### src/rtl/rename_dispatch_buffer.sv
// Purpose: in-order FIFO of renamed bundles between rename and dispatch.
// Latency: at least 1 cycle from push to head, with no bypass path.
// Backpressure: in_ready drops when full unless a pop frees a slot that cycle; recover flushes everything.
`ifndef RENAME_WIDTH
`define RENAME_WIDTH 4
`endif
`ifndef PRF_INT_INDEX_SIZE
`define PRF_INT_INDEX_SIZE 7
`endif

module rename_dispatch_buffer #(
  parameter int DEPTH = 4
) (
  input  logic                                                 clock,
  input  logic                                                 reset,
  input  logic                                                 recover,
  input  logic                                                 in_valid,
  input  logic [`RENAME_WIDTH-1:0]                             in_slot_valid,
  input  logic [`RENAME_WIDTH-1:0][`PRF_INT_INDEX_SIZE-1:0]    in_prs1,
  input  logic [`RENAME_WIDTH-1:0][`PRF_INT_INDEX_SIZE-1:0]    in_prs2,
  input  logic [`RENAME_WIDTH-1:0][`PRF_INT_INDEX_SIZE-1:0]    in_prd,
  input  logic [`RENAME_WIDTH-1:0][`PRF_INT_INDEX_SIZE-1:0]    in_prev_rd,
  input  logic [`RENAME_WIDTH-1:0]                             in_prev_rd_valid,
  output logic                                                 in_ready,
  output logic                                                 stall,
  output logic                                                 out_valid,
  output logic [`RENAME_WIDTH-1:0]                             out_slot_valid,
  output logic [`RENAME_WIDTH-1:0][`PRF_INT_INDEX_SIZE-1:0]    out_prs1,
  output logic [`RENAME_WIDTH-1:0][`PRF_INT_INDEX_SIZE-1:0]    out_prs2,
  output logic [`RENAME_WIDTH-1:0][`PRF_INT_INDEX_SIZE-1:0]    out_prd,
  output logic [`RENAME_WIDTH-1:0][`PRF_INT_INDEX_SIZE-1:0]    out_prev_rd,
  output logic [`RENAME_WIDTH-1:0]                             out_prev_rd_valid,
  input  logic                                                 out_ready,
  output logic [$clog2(DEPTH):0]                               count
);

  localparam int W  = `RENAME_WIDTH;
  localparam int P  = `PRF_INT_INDEX_SIZE;
  localparam int AW = $clog2(DEPTH);
  localparam int CW = AW + 1;
  localparam logic [CW-1:0] FULL = CW'(DEPTH);

  typedef struct packed {
    logic [W-1:0]        slot_valid;
    logic [W-1:0][P-1:0] prs1;
    logic [W-1:0][P-1:0] prs2;
    logic [W-1:0][P-1:0] prd;
    logic [W-1:0][P-1:0] prev_rd;
    logic [W-1:0]        prev_rd_valid;
  } entry_t;

  entry_t          mem [DEPTH];
  entry_t          in_ent;
  entry_t          head_ent;
  logic [AW-1:0]   head;
  logic [AW-1:0]   tail;
  logic [CW-1:0]   count_q;
  logic            push;
  logic            pop;

  assign in_ent = {in_slot_valid, in_prs1, in_prs2, in_prd, in_prev_rd, in_prev_rd_valid};

  // While reset is held the pointers are being cleared, so advertise the empty-buffer handshake.
  assign out_valid = reset & ~recover & (count_q != '0);
  assign pop       = out_valid & out_ready;
  assign in_ready  = ~reset | (~recover & ((count_q < FULL) | pop));
  assign stall     = ~in_ready;
  assign push      = in_valid & in_ready & reset & ~recover;
  assign count     = count_q;

  always_ff @(posedge clock) begin
    if (!reset || recover) begin
      head    <= '0;
      tail    <= '0;
      count_q <= '0;
    end else begin
      if (push) tail <= tail + AW'(1);
      if (pop)  head <= head + AW'(1);
      count_q <= count_q + CW'(push) - CW'(pop);
    end
  end

  always_ff @(posedge clock) begin
    if (push) mem[tail] <= in_ent;
  end

  assign head_ent          = out_valid ? mem[head] : '0;
  assign out_slot_valid    = head_ent.slot_valid;
  assign out_prs1          = head_ent.prs1;
  assign out_prs2          = head_ent.prs2;
  assign out_prd           = head_ent.prd;
  assign out_prev_rd       = head_ent.prev_rd;
  assign out_prev_rd_valid = head_ent.prev_rd_valid;

  a_no_overflow: assert property (@(posedge clock) disable iff (!reset || recover)
    push |-> ((count_q < FULL) || pop));
  a_no_underflow: assert property (@(posedge clock) disable iff (!reset || recover)
    pop |-> (count_q != '0));

endmodule

### config.mk
export PLATFORM = sky130hd
export DESIGN_NAME = rename_dispatch_buffer
export DESIGN_NICKNAME = d
export VERILOG_FILES = /design/src/rtl/rename_dispatch_buffer.sv
export SDC_FILE = /design/constraint.sdc
export NUM_CORES = 1
export LEC_CHECK = 0
export ABC_AREA = 1
export CORE_ASPECT_RATIO = 0.8
export CORE_MARGIN = 3
export CORE_UTILIZATION = 60
export DETAILED_ROUTE_END_ITERATION = 8
export DONT_BUFFER_PORTS = 1
export HOLD_SLACK_MARGIN = 0.02
export PLACE_DENSITY = 0.78
export REMOVE_ABC_BUFFERS = 1
export SKIP_CTS_REPAIR_TIMING = 1
export SYNTH_ARGS = -nofsm -noshare
export SYNTH_HDL_FRONTEND = slang
export SYNTH_SLANG_ARGS = --single-unit
### constraint.sdc
create_clock -name clock -period 11.23 [get_ports clock]
set_input_delay 2.8075 -clock clock [delete_from_list [all_inputs] [get_ports clock]]
set_output_delay 2.8075 -clock clock [all_outputs]
set_load 0.005 [all_outputs]
* Word-level counts from Yosys, hierarchy flattened
Memory sizes are Yosys's and may differ from the RTL's. A register that Yosys moved wholly into a read port is not among the register bits. Index checks and enable logic that the tools add are counted.
Storage, ports and cells: flip-flop bits (word level) 7, word-level logic and storage cells 29, memories 1, memory bits (writable) 480, output and inout port bits 126
Operators by class: add/subtract/negate cells 4, bitwise operators 12, order comparisons 1, muxes and demuxes 5, reduce and logical (&&, ||, !) cells 3
Memories:
- mem | depth 4, bits a word 120, rd ports 1, clocked after memory_dff 1, wr ports 1, RTL line 52 | entry_t mem [DEPTH];
Operators with widths (number):
- $mux 120 | 1
- $and 1x1->1 | 7
- $add 2x1->2 const B | 2
- $mux 2 | 2
- $add 3x1->3 | 1
- $lt 3x3->1 const B | 1
- $not 1->1 | 3
- $reduce_bool 3->1 | 1
- $sub 3x1->3 | 1
- $mux 1 | 2
- $or 1x1->1 | 2
- $logic_not 1->1 | 1
- $logic_or 1x1->1 | 1

* Longest topological paths before layout
Gate-level depths: netlist of the first run.
depth after elaboration 12, gate-level depth with buffers 11

* Least setup slack after synthesis of the first run
OpenSTA, ideal clock, no wires.
path type input port to flip-flop, from input port reset, to memory mem[0][0] (netlist name), enable pin, required time 10629 ps, stages 4, path slack 2408 ps, setup time 601 ps, data arrival time 8221 ps, buffers on the path 0, cells stage by stage inv_1 -> nor2_4 -> o211ai_2 -> nor2_1
On the way: cells in the longest elaborated chain, start to end 11
Ends and longest elaborated chain:
- start, declared | RTL line 15 | input logic reset,
- $and 1x1->1 (2 in series) | RTL line 64 | assign out_valid = reset & ~recover & (count_q != '0);
- $and 1x1->1 | RTL line 65 | assign pop = out_valid & out_ready;
- $or 1x1->1 | RTL line 66 | assign in_ready = ~reset | (~recover & ((count_q < FULL) | pop));
- $and 1x1->1 | RTL line 66
- $or 1x1->1 | RTL line 66
- $and 1x1->1 | RTL line 68 | assign push = in_valid & in_ready & reset & ~recover;
- $and 1x1->1 (*) (2 in series) | RTL line 68
- $mux 1 (*) | RTL line 84 | if (push) mem[tail] <= in_ent;
- $mux 1 (not written as such) (*) | RTL line 84
- end, declared | RTL line 52
Mark *: on every way between the ends. The rest lies on a longest branch, timed or not.

==> results.md, run 1 <==
* Outcome: completed
* Post-detailed-route wirelength per cell at 20.8 um
* Core area at 30800 um^2
* Hold Slack at 0.513 ns
* Switching power at 0.000649 W
* CP endpoint kind: output pin
* Die Span X at 205 um
* Iteration-0 DRC Markers at 1006
* Sequential power share at 58.1%
* Chip Height at 165 um
* Initial Utilization at 61.8%
* Slew headroom at 11.9%
* GRT overflow at 0
* Total vias in the final route at 11.2k
* Synth area leader: edfxtp_1
* Setup TNS at 0 ns
* Pins Over Slew Limit at 0
* Worst path arrival time at 4.31 ns
* Commonest non-fill, non-tap cells in the layout: nor2_1, edfxtp_1, o21ai_1, a21oi_1, o21ai_0
* Post-route cell area at 20600 um^2
* Deepest clock path buffer count at 3
* Mapped Avg Cell Area at 12.8 um^2
* RSZ-0062 raised after global routing: false
* Crit path time final at 7.12 ns
* Clk_lat worst skew at 0.54 ns
* Synth top area share at 75.7%
* Cell-internal power at 0.00285 W
* Routed WL at 39.4 mm
* Fmax at 140 MHz
* Post-Syn Area at 19000 um^2
* Area growth from synthesis to layout at 8.15%
* Total CTS buffers at 46
* RePlAce Congestion at 0.816
* Worst hold path type: reg -> reg
* PwrDens at 170 nW/um^2
* Clk pwr share at 40.7%
* Area after DPL at 19200 um^2
* Finished Layout Cells at 1899
* Vias per cell at 5.90
* Fill cells at 2089
* Htree depth at 2
* Setup slack after layout at 4.11 ns
* Maximum vdd drop at 0.165 mV
* CP max FO at 121
* Routed Antenna Nets at 0
* Worst slew pin tran at 1.32 ns
* Hpwl dp at 22.4 mm
* Clk_skew at 0.0107 ns
* Antenna diodes at 0
* Die ar. at 33900 um^2
* Layout cells sized above 1 at 5.65%
* Total instance count after detailed placement at 1820
* CP required at 8.42 ns
* Period utilization at 63.4%
* Max-Cap Viols at 0
* IO Pins at 251
* Sequential element share of the synthesized area at 76.6%
* Synth cell types at 23
* Mapped Cells at 1486
* Final hold violation count at 0
* Antenna violations before repair at 0
* Static Leak at 6.80 nW
* Root buffer cell: clkbuf_16
* Seq cells post-synth at 489
* First-pass GRT wire length at 58.9 mm
* CTS clk-pin slew, worst paths at 0.06 ns
* Port bufs at 0
* CTS tree: done
* Sw Share at 18.6%
* Vias in the first global route at 10.6k
* Pin count of the biggest net entering global routing at 134
* Final nets at 1587
* Comb pwr share at 1.2%
* # clock sinks at 489
* Synth warnings at 0
* Pre-CTS setup slack at 4.15 ns
* DRT Pass-1 Iters at 7
* GRT Total Usage at 22.6%
* Final setup violation count at 0
* Commonest non-fill, non-tap cell in the layout: nor2_1
* Area contributors post-synth: edfxtp_1, nor2_1, o21ai_1, a21oi_1, o21ai_0
* DR DRC count at 0
* Row count at 57
* Crit Path Class: in -> out
* Startpoint types: input pin
-- synth_stat cells --
cell and number:
buf_4 13, edfxtp_1 480, nor2_4 1, a21oi_1 121, buf_6 3, inv_2 2
inv_1 22, dfxtp_1 9, o21ai_0 66, buf_2 45, nand3_1 3, xor2_1 1
fa_1 1, nand4_1 1, ha_1 6, nor3b_1 1, nor2_1 491, nand2_1 11
o21ai_1 176, clkbuf_1 14, nand2_2 1, o211ai_2 1, clkbuf_2 17
-- final timing paths --
kind	slack, ns	depth (start not counted)	end	startpoint
worst max register to register	7.92	5	mem[3][10]	count[2]
worst min-delay path	0.51	2	flop	head[1]
worst min register to register	0.51	2	flop	head[1]
worst max-delay path	4.11	4	out_prev_rd[16]	reset
-- per-layer routing --
| metal | track usage, % | vias to the layer above | share of wire (%) |
|---|---|---|---|
| met5 | 0 | - | 0 |
| met4 | 7.02 | 0 | 2.3 |
| met3 | 7.07 | 71 | 11 |
| met2 | 35.9 | 527 | 48 |
| met1 | 30.6 | 5417 | 39 |
| li1 | - | 5186 | - |
-- logic make-up after synthesis --
family / Yosys count / share of synthesized area, %
AO/OA/AOI/OAI: 364 / 9.61
XOR/XNOR: 1 / 0.0460
adder cells (fa/ha/maj): 7 / 0.499
buffers and inverters: 116 / 3.07
flip-flops: 489 / 76.6
AND/OR/NAND/NOR: 509 / 10.1
-- per-stage QoR --
step	util, %	power, W
finish	66.8	0.00350
global route	66.8	0.00360
CTS	66.8	0.00352
detailed placement	62.4	0.00211
global placement	62.4	0.00211
floorplan	-	0.00210
-- registers in the layout (all words and copies together), names as in the netlist, named ones only --
signal / flops
head: 2
count: 3
tail: 2
mem: 480
-- cell type report --
cell class / instances / area (um^2) / area share (%)
timing repair buffer: 13 / 97.6 / 0.474
sequential: 489 / 14600 / 70.9
clock inverter: 24 / 176 / 0.857
clock buffer: 55 / 1210 / 5.86
multi-input combinational: 881 / 3900 / 18.9
inverter: 24 / 97.6 / 0.474
tap: 413 / 517 / 2.51
-- critical path, cell delays in order --
cell	delay [ns]
inv_1	0.04
nor2_4	0.20
nand2_4	0.66
a21oi_1	0.51
-- power groups by stage --
stage | sequential [W] | combinational (W) | clock [W]
CTS | 0.00203 | 0.0000412 | 0.00145
floorplan | 0.00207 | 0.0000278 | 0
detailed placement | 0.00207 | 0.0000407 | 0
global route | 0.00203 | 0.0000462 | 0.00153
finish | 0.00203 | 0.0000410 | 0.00142
global placement | 0.00207 | 0.0000402 | 0
(Power assumes the default switching activity.)
==> run 2: changes to the inputs <==
--- a/config.mk
+++ b/config.mk
@@ -8,11 +8,11 @@
 export ABC_AREA = 1
 export CORE_ASPECT_RATIO = 0.8
 export CORE_MARGIN = 3
-export CORE_UTILIZATION = 60
+export CORE_UTILIZATION = 57
 export DETAILED_ROUTE_END_ITERATION = 8
 export DONT_BUFFER_PORTS = 1
 export HOLD_SLACK_MARGIN = 0.02
-export PLACE_DENSITY = 0.78
+export PLACE_DENSITY = 0.77
 export REMOVE_ABC_BUFFERS = 1
 export SKIP_CTS_REPAIR_TIMING = 1
 export SYNTH_ARGS = -nofsm -noshare
==> constraint.sdc (replaced) <==
create_clock -name clock -period 5.8 [get_ports clock]
set_input_delay 1.45 -clock clock [delete_from_list [all_inputs] [get_ports clock]]
set_output_delay 1.45 -clock clock [all_outputs]
set_load 0.005 [all_outputs]
==> results.md, run 2 (same netlist as run 1, synthesis figures left out) <==
* Htree depth at 2
* Chip Height at 169 um
* Layout cells sized above 1 at 5.44%
* Outcome: completed
* Core area at 32700 um^2
* Period utilization at 76.3%
* CTS tree: done
* Initial Utilization at 58.2%
* RSZ-0062 raised after global routing: false
* Crit path time final at 4.42 ns
* Deepest clock path buffer count at 3
* First-pass GRT wire length at 62.1 mm
* Row count at 59
* CP required at 4.35 ns
* Pins Over Slew Limit at 0
* GRT overflow at 0
* GRT Total Usage at 22.4%
* IO Pins at 251
* CP endpoint kind: output pin
* Vias in the first global route at 11.1k
* Routed WL at 40.6 mm
* CP max FO at 63
* Total CTS buffers at 45
* RePlAce Congestion at 0.763
* PwrDens at 324 nW/um^2
* Static Leak at 6.79 nW
* Routed Antenna Nets at 0
* CTS clk-pin slew, worst paths at 0.06 ns
* Maximum vdd drop at 0.370 mV
* Worst slew pin tran at 1.00 ns
* Antenna violations before repair at 0
* Commonest non-fill, non-tap cell in the layout: nor2_1
* Final hold violation count at 0
* Final setup violation count at 0
* Clk_skew at 0.0152 ns
* Final nets at 1590
* Antenna diodes at 0
* Clk_lat worst skew at 0.54 ns
* Startpoint types: input pin
* Commonest non-fill, non-tap cells in the layout: nor2_1, edfxtp_1, o21ai_1, a21oi_1, o21ai_0
* Iteration-0 DRC Markers at 1038
* Fmax at 226 MHz
* Post-detailed-route wirelength per cell at 21.2 um
* Max FFs per register at 480
* Vias per cell at 5.83
* DR DRC count at 0
* Crit Path Class: in -> out
* Top reg by flops: mem
* Area growth from synthesis to layout at 8.26%
* Total vias in the final route at 11.2k
* Max-Cap Viols at 0
* Hpwl dp at 23.0 mm
* Pwr Total at 0.00668 W
* Port bufs at 0
* Die Span X at 210 um
* Worst hold path type: reg -> reg
* Slew headroom at 33.3%
* Die ar. at 35700 um^2
* # clock sinks at 489
* Worst path arrival time at 2.97 ns
* Root buffer cell: clkbuf_16
* Fin util at 63.0%
* DRT Pass-1 Iters at 5
* Pin count of the biggest net entering global routing at 117
-- run 2: cell types whose count changed in the layout (fill, tap and decap cells not counted), sizes merged --
cell	before	now
clkinv	18	15
buf	13	17
bufinv	2	1
clkbuf	55	61
inv	27	24
-- run 2: through the flow --
step           instance area [um^2]  cells  setup WS [ns]  setup TNS [ns]  hold WS [ns]
3_5_place_dp                  19300   1838           1.42               0         0.496
2_1_floorplan                 18500   1394          -3.92        -1265.10         0.470
4_1_cts                       20600   1916           1.39               0         0.506
5_1_grt                       20600   1916           1.26               0         0.541
6_report                      20600   1916           1.38               0         0.499
3_3_place_gp                  19300   1838           1.54               0         0.488
-- run 2: worst max-delay path, stage by stage --
cell and delay [ns]:
inv_1 0.08, nor2_4 0.07, nand2_4 0.50, buf_4 0.62, a21oi_1 0.17
-- run 2: path summary, 6_finish.rpt --
kind | cells after the start | startpoint | end | slack [ns]
max | 5 | reset | out_prs2[8] | 1.38
max reg2reg | 4 | count[2] | mem[0][112] | 3.30
min | 2 | head[1] | flop | 0.50
min reg2reg | 2 | head[1] | flop | 0.50
-- run 2: power breakdown --
| group | internal (W) | total [W] | leakage (nW) | switching [W] |
|---|---|---|---|---|
| logic | 0.0000200 | 0.0000807 | 1.74 | 0.0000607 |
| clock network | 0.00149 | 0.00267 | 0.633 | 0.00117 |
| registers | 0.00392 | 0.00393 | 4.41 | 0.00000948 |
| total | 0.00543 | 0.00668 | 6.79 | 0.00124 |
-- run 2: layer usage --
layer	wire length, um	global-route usage, %	part of all wire [%]
met1	16300	29.9	40
met5	0	0	0
met2	19900	37.1	49
met4	733	5.77	1.8
met3	3650	6.15	9.0
-- run 2: final cells by class --
cell class | count | area (um^2)
clock buffer | 61 | 1210
clock inverter | 17 | 98.8
timing repair buffer | 17 | 178
fill | 2335 | 12100
multi-input combinational | 881 | 3900
inverter | 24 | 97.6
tap | 427 | 534
sequential | 489 | 14600
==> run 3: changes to the inputs <==
--- a/config.mk
+++ b/config.mk
@@ -8,11 +8,11 @@
 export ABC_AREA = 1
 export CORE_ASPECT_RATIO = 0.8
 export CORE_MARGIN = 3
-export CORE_UTILIZATION = 57
+export CORE_UTILIZATION = 60
 export DETAILED_ROUTE_END_ITERATION = 8
 export DONT_BUFFER_PORTS = 1
 export HOLD_SLACK_MARGIN = 0.02
-export PLACE_DENSITY = 0.77
+export PLACE_DENSITY = 0.78
 export REMOVE_ABC_BUFFERS = 1
 export SKIP_CTS_REPAIR_TIMING = 1
 export SYNTH_ARGS = -nofsm -noshare
==> constraint.sdc (replaced) <==
create_clock -name clock -period 4.5 [get_ports clock]
set_input_delay 1.125 -clock clock [delete_from_list [all_inputs] [get_ports clock]]
set_output_delay 1.125 -clock clock [all_outputs]
set_load 0.005 [all_outputs]
==> results.md, run 3 (same netlist as run 1, synthesis figures left out) <==
* Total CTS buffers at 45
* Worst Path Buf+Inv at 2
* Worst slew pin tran at 0.932 ns
* R2R setup slack at 2.23 ns
* Pins Over Slew Limit at 0
* Chip Height at 165 um
* Antenna diodes at 0
* Total vias in the final route at 11.2k
* Vias per cell at 5.87
* Core area at 30800 um^2
* Vias in the first global route at 10.6k
* Fill cells at 2068
* Hold Crit Start: head[1]
* Outcome: completed
* Antenna violations before repair at 0
* Setup slack after layout at 0.720 ns
* Root buffer cell: clkbuf_16
* Reg2reg end: count[2]
* Crit path time final at 3.78 ns
* IO Pins at 251
* Post-detailed-route wirelength per cell at 20.7 um
* Maximum vdd drop at 0.379 mV
* Period utilization at 84.0%
* CP top delay family: buffers and inverters
* Worst Hold Depth at 2
* Hpwl dp at 22.5 mm
* DR DRC count at 0
* # clock sinks at 489
* Deepest clock path buffer count at 3
* Area occupied by multi-input gates at 3900 um^2
* Final hold violation count at 0
* Area taken by flip-flops and latches at 14600 um^2
* Iteration-0 DRC Markers at 1141
* CP required at 3.38 ns
* PwrDens at 413 nW/um^2
* Worst hold path type: reg -> reg
* Register-to-Register Path Depth at 9
* Die Span X at 205 um
* Die ar. at 33900 um^2
* Pwr Total at 0.00852 W
* Top reg by flops: mem
* Clk_lat worst skew at 0.54 ns
* Worst path cell trace: inv_6, buf_4, o21ai_1, a21oi_1
* Initial Utilization at 61.8%
* Max-Cap Viols at 0
* Final setup violation count at 0
* Htree depth at 2
* RR Startpoint: count[2]
* Area growth from synthesis to layout at 8.36%
* Worst path arrival time at 2.65 ns
* CTS tree: done
* Static Leak at 6.80 nW
* Hold Slack at 0.531 ns
* DRT Pass-1 Iters at 5
* Clk_skew at 0.0131 ns
* CP endpoint kind: output pin
* Commonest non-fill, non-tap cells in the layout: nor2_1, edfxtp_1, o21ai_1, a21oi_1, o21ai_0
* RSZ-0062 raised after global routing: false
* GRT Total Usage at 22.8%
* GRT overflow at 0
* First-pass GRT wire length at 59.6 mm
* Final nets at 1593
* Finished Layout Cells at 1902
* Routed WL at 39.4 mm
* Worst path slowest cell: inv_6
* Pre-CTS setup slack at 1.15 ns
* Startpoint types: flop
* CP max FO at 124
* Fmax at 265 MHz
* Layout cells sized above 1 at 5.57%
* Crit path largest cell delay at 0.71 ns
* Commonest non-fill, non-tap cell in the layout: nor2_1
* Routed Antenna Nets at 0
* Port bufs at 0
* Crit Path Class: reg -> out
* CTS clk-pin slew, worst paths at 0.06 ns
* Slew headroom at 37.9%
* Max FFs per register at 480
* RePlAce Congestion at 0.839
* Row count at 57
* Pin count of the biggest net entering global routing at 140
* Total instance count after detailed placement at 1827
## run 3: per-stage QoR
stage | TNS, ns | utilization (%) | area, um^2
final | 0 | 67.0 | 20600
after global routing | 0 | 67.0 | 20600
after CTS | 0 | 67.0 | 20600
after detailed placement | 0 | 62.9 | 19400
after global placement | 0 | 62.9 | 19400
after floorplan | -1850.10 | - | 18500
## run 3: cell type report
cell class	instances	share of cell area (%)
Clock buffer	61	5.85
Clock inverter	14	0.303
Inverter	24	0.473
Multi-Input combinational cell	881	18.9
Sequential cell	489	70.8
Tap cell	413	2.50
Timing Repair Buffer	20	1.21
## run 3: worst register-to-register path, cell delays in order (launching register included)
cell and delay [ns]:
dfxtp_1 0.42, inv_1 0.09, o211ai_2 0.55, ha_1 0.24, inv_1 0.04, ha_1 0.19, fa_1 0.38, inv_1 0.08
nand2_1 0.05, nor3b_1 0.13
## run 3: layer usage
layer | GRT usage (%) | up-vias | wire length [um]
li1 | - | 5199 | -
met1 | 30.9 | 5397 | 15700
met2 | 36.1 | 497 | 18600
met3 | 7.29 | 68 | 4290
met4 | 6.58 | 0 | 823
met5 | 0 | - | 0
## run 3: worst max path at each step
| stage | endpoint | slack (ns) | cells past startpoint | from |
|---|---|---|---|---|
| finish | out_prs1[23] | 0.72 | 4 | flop |
| CTS | out_prs1[23] | 0.72 | 4 | flop |
| floorplan | out_prd[0] | -4.89 | 3 | flop |
| global route | out_prs1[23] | 0.54 | 4 | flop |
| global placement | out_prs2[19] | 1.23 | 5 | reset |
| detailed placement | out_prs2[19] | 1.15 | 5 | reset |
## run 3: power by group
part | leakage (nW) | internal, W | total (W) | switching [W]
Clock | 0.619 | 0.00186 | 0.00335 | 0.00149
Combinational | 1.77 | 0.0000275 | 0.000105 | 0.0000777
Sequential | 4.41 | 0.00505 | 0.00507 | 0.0000124
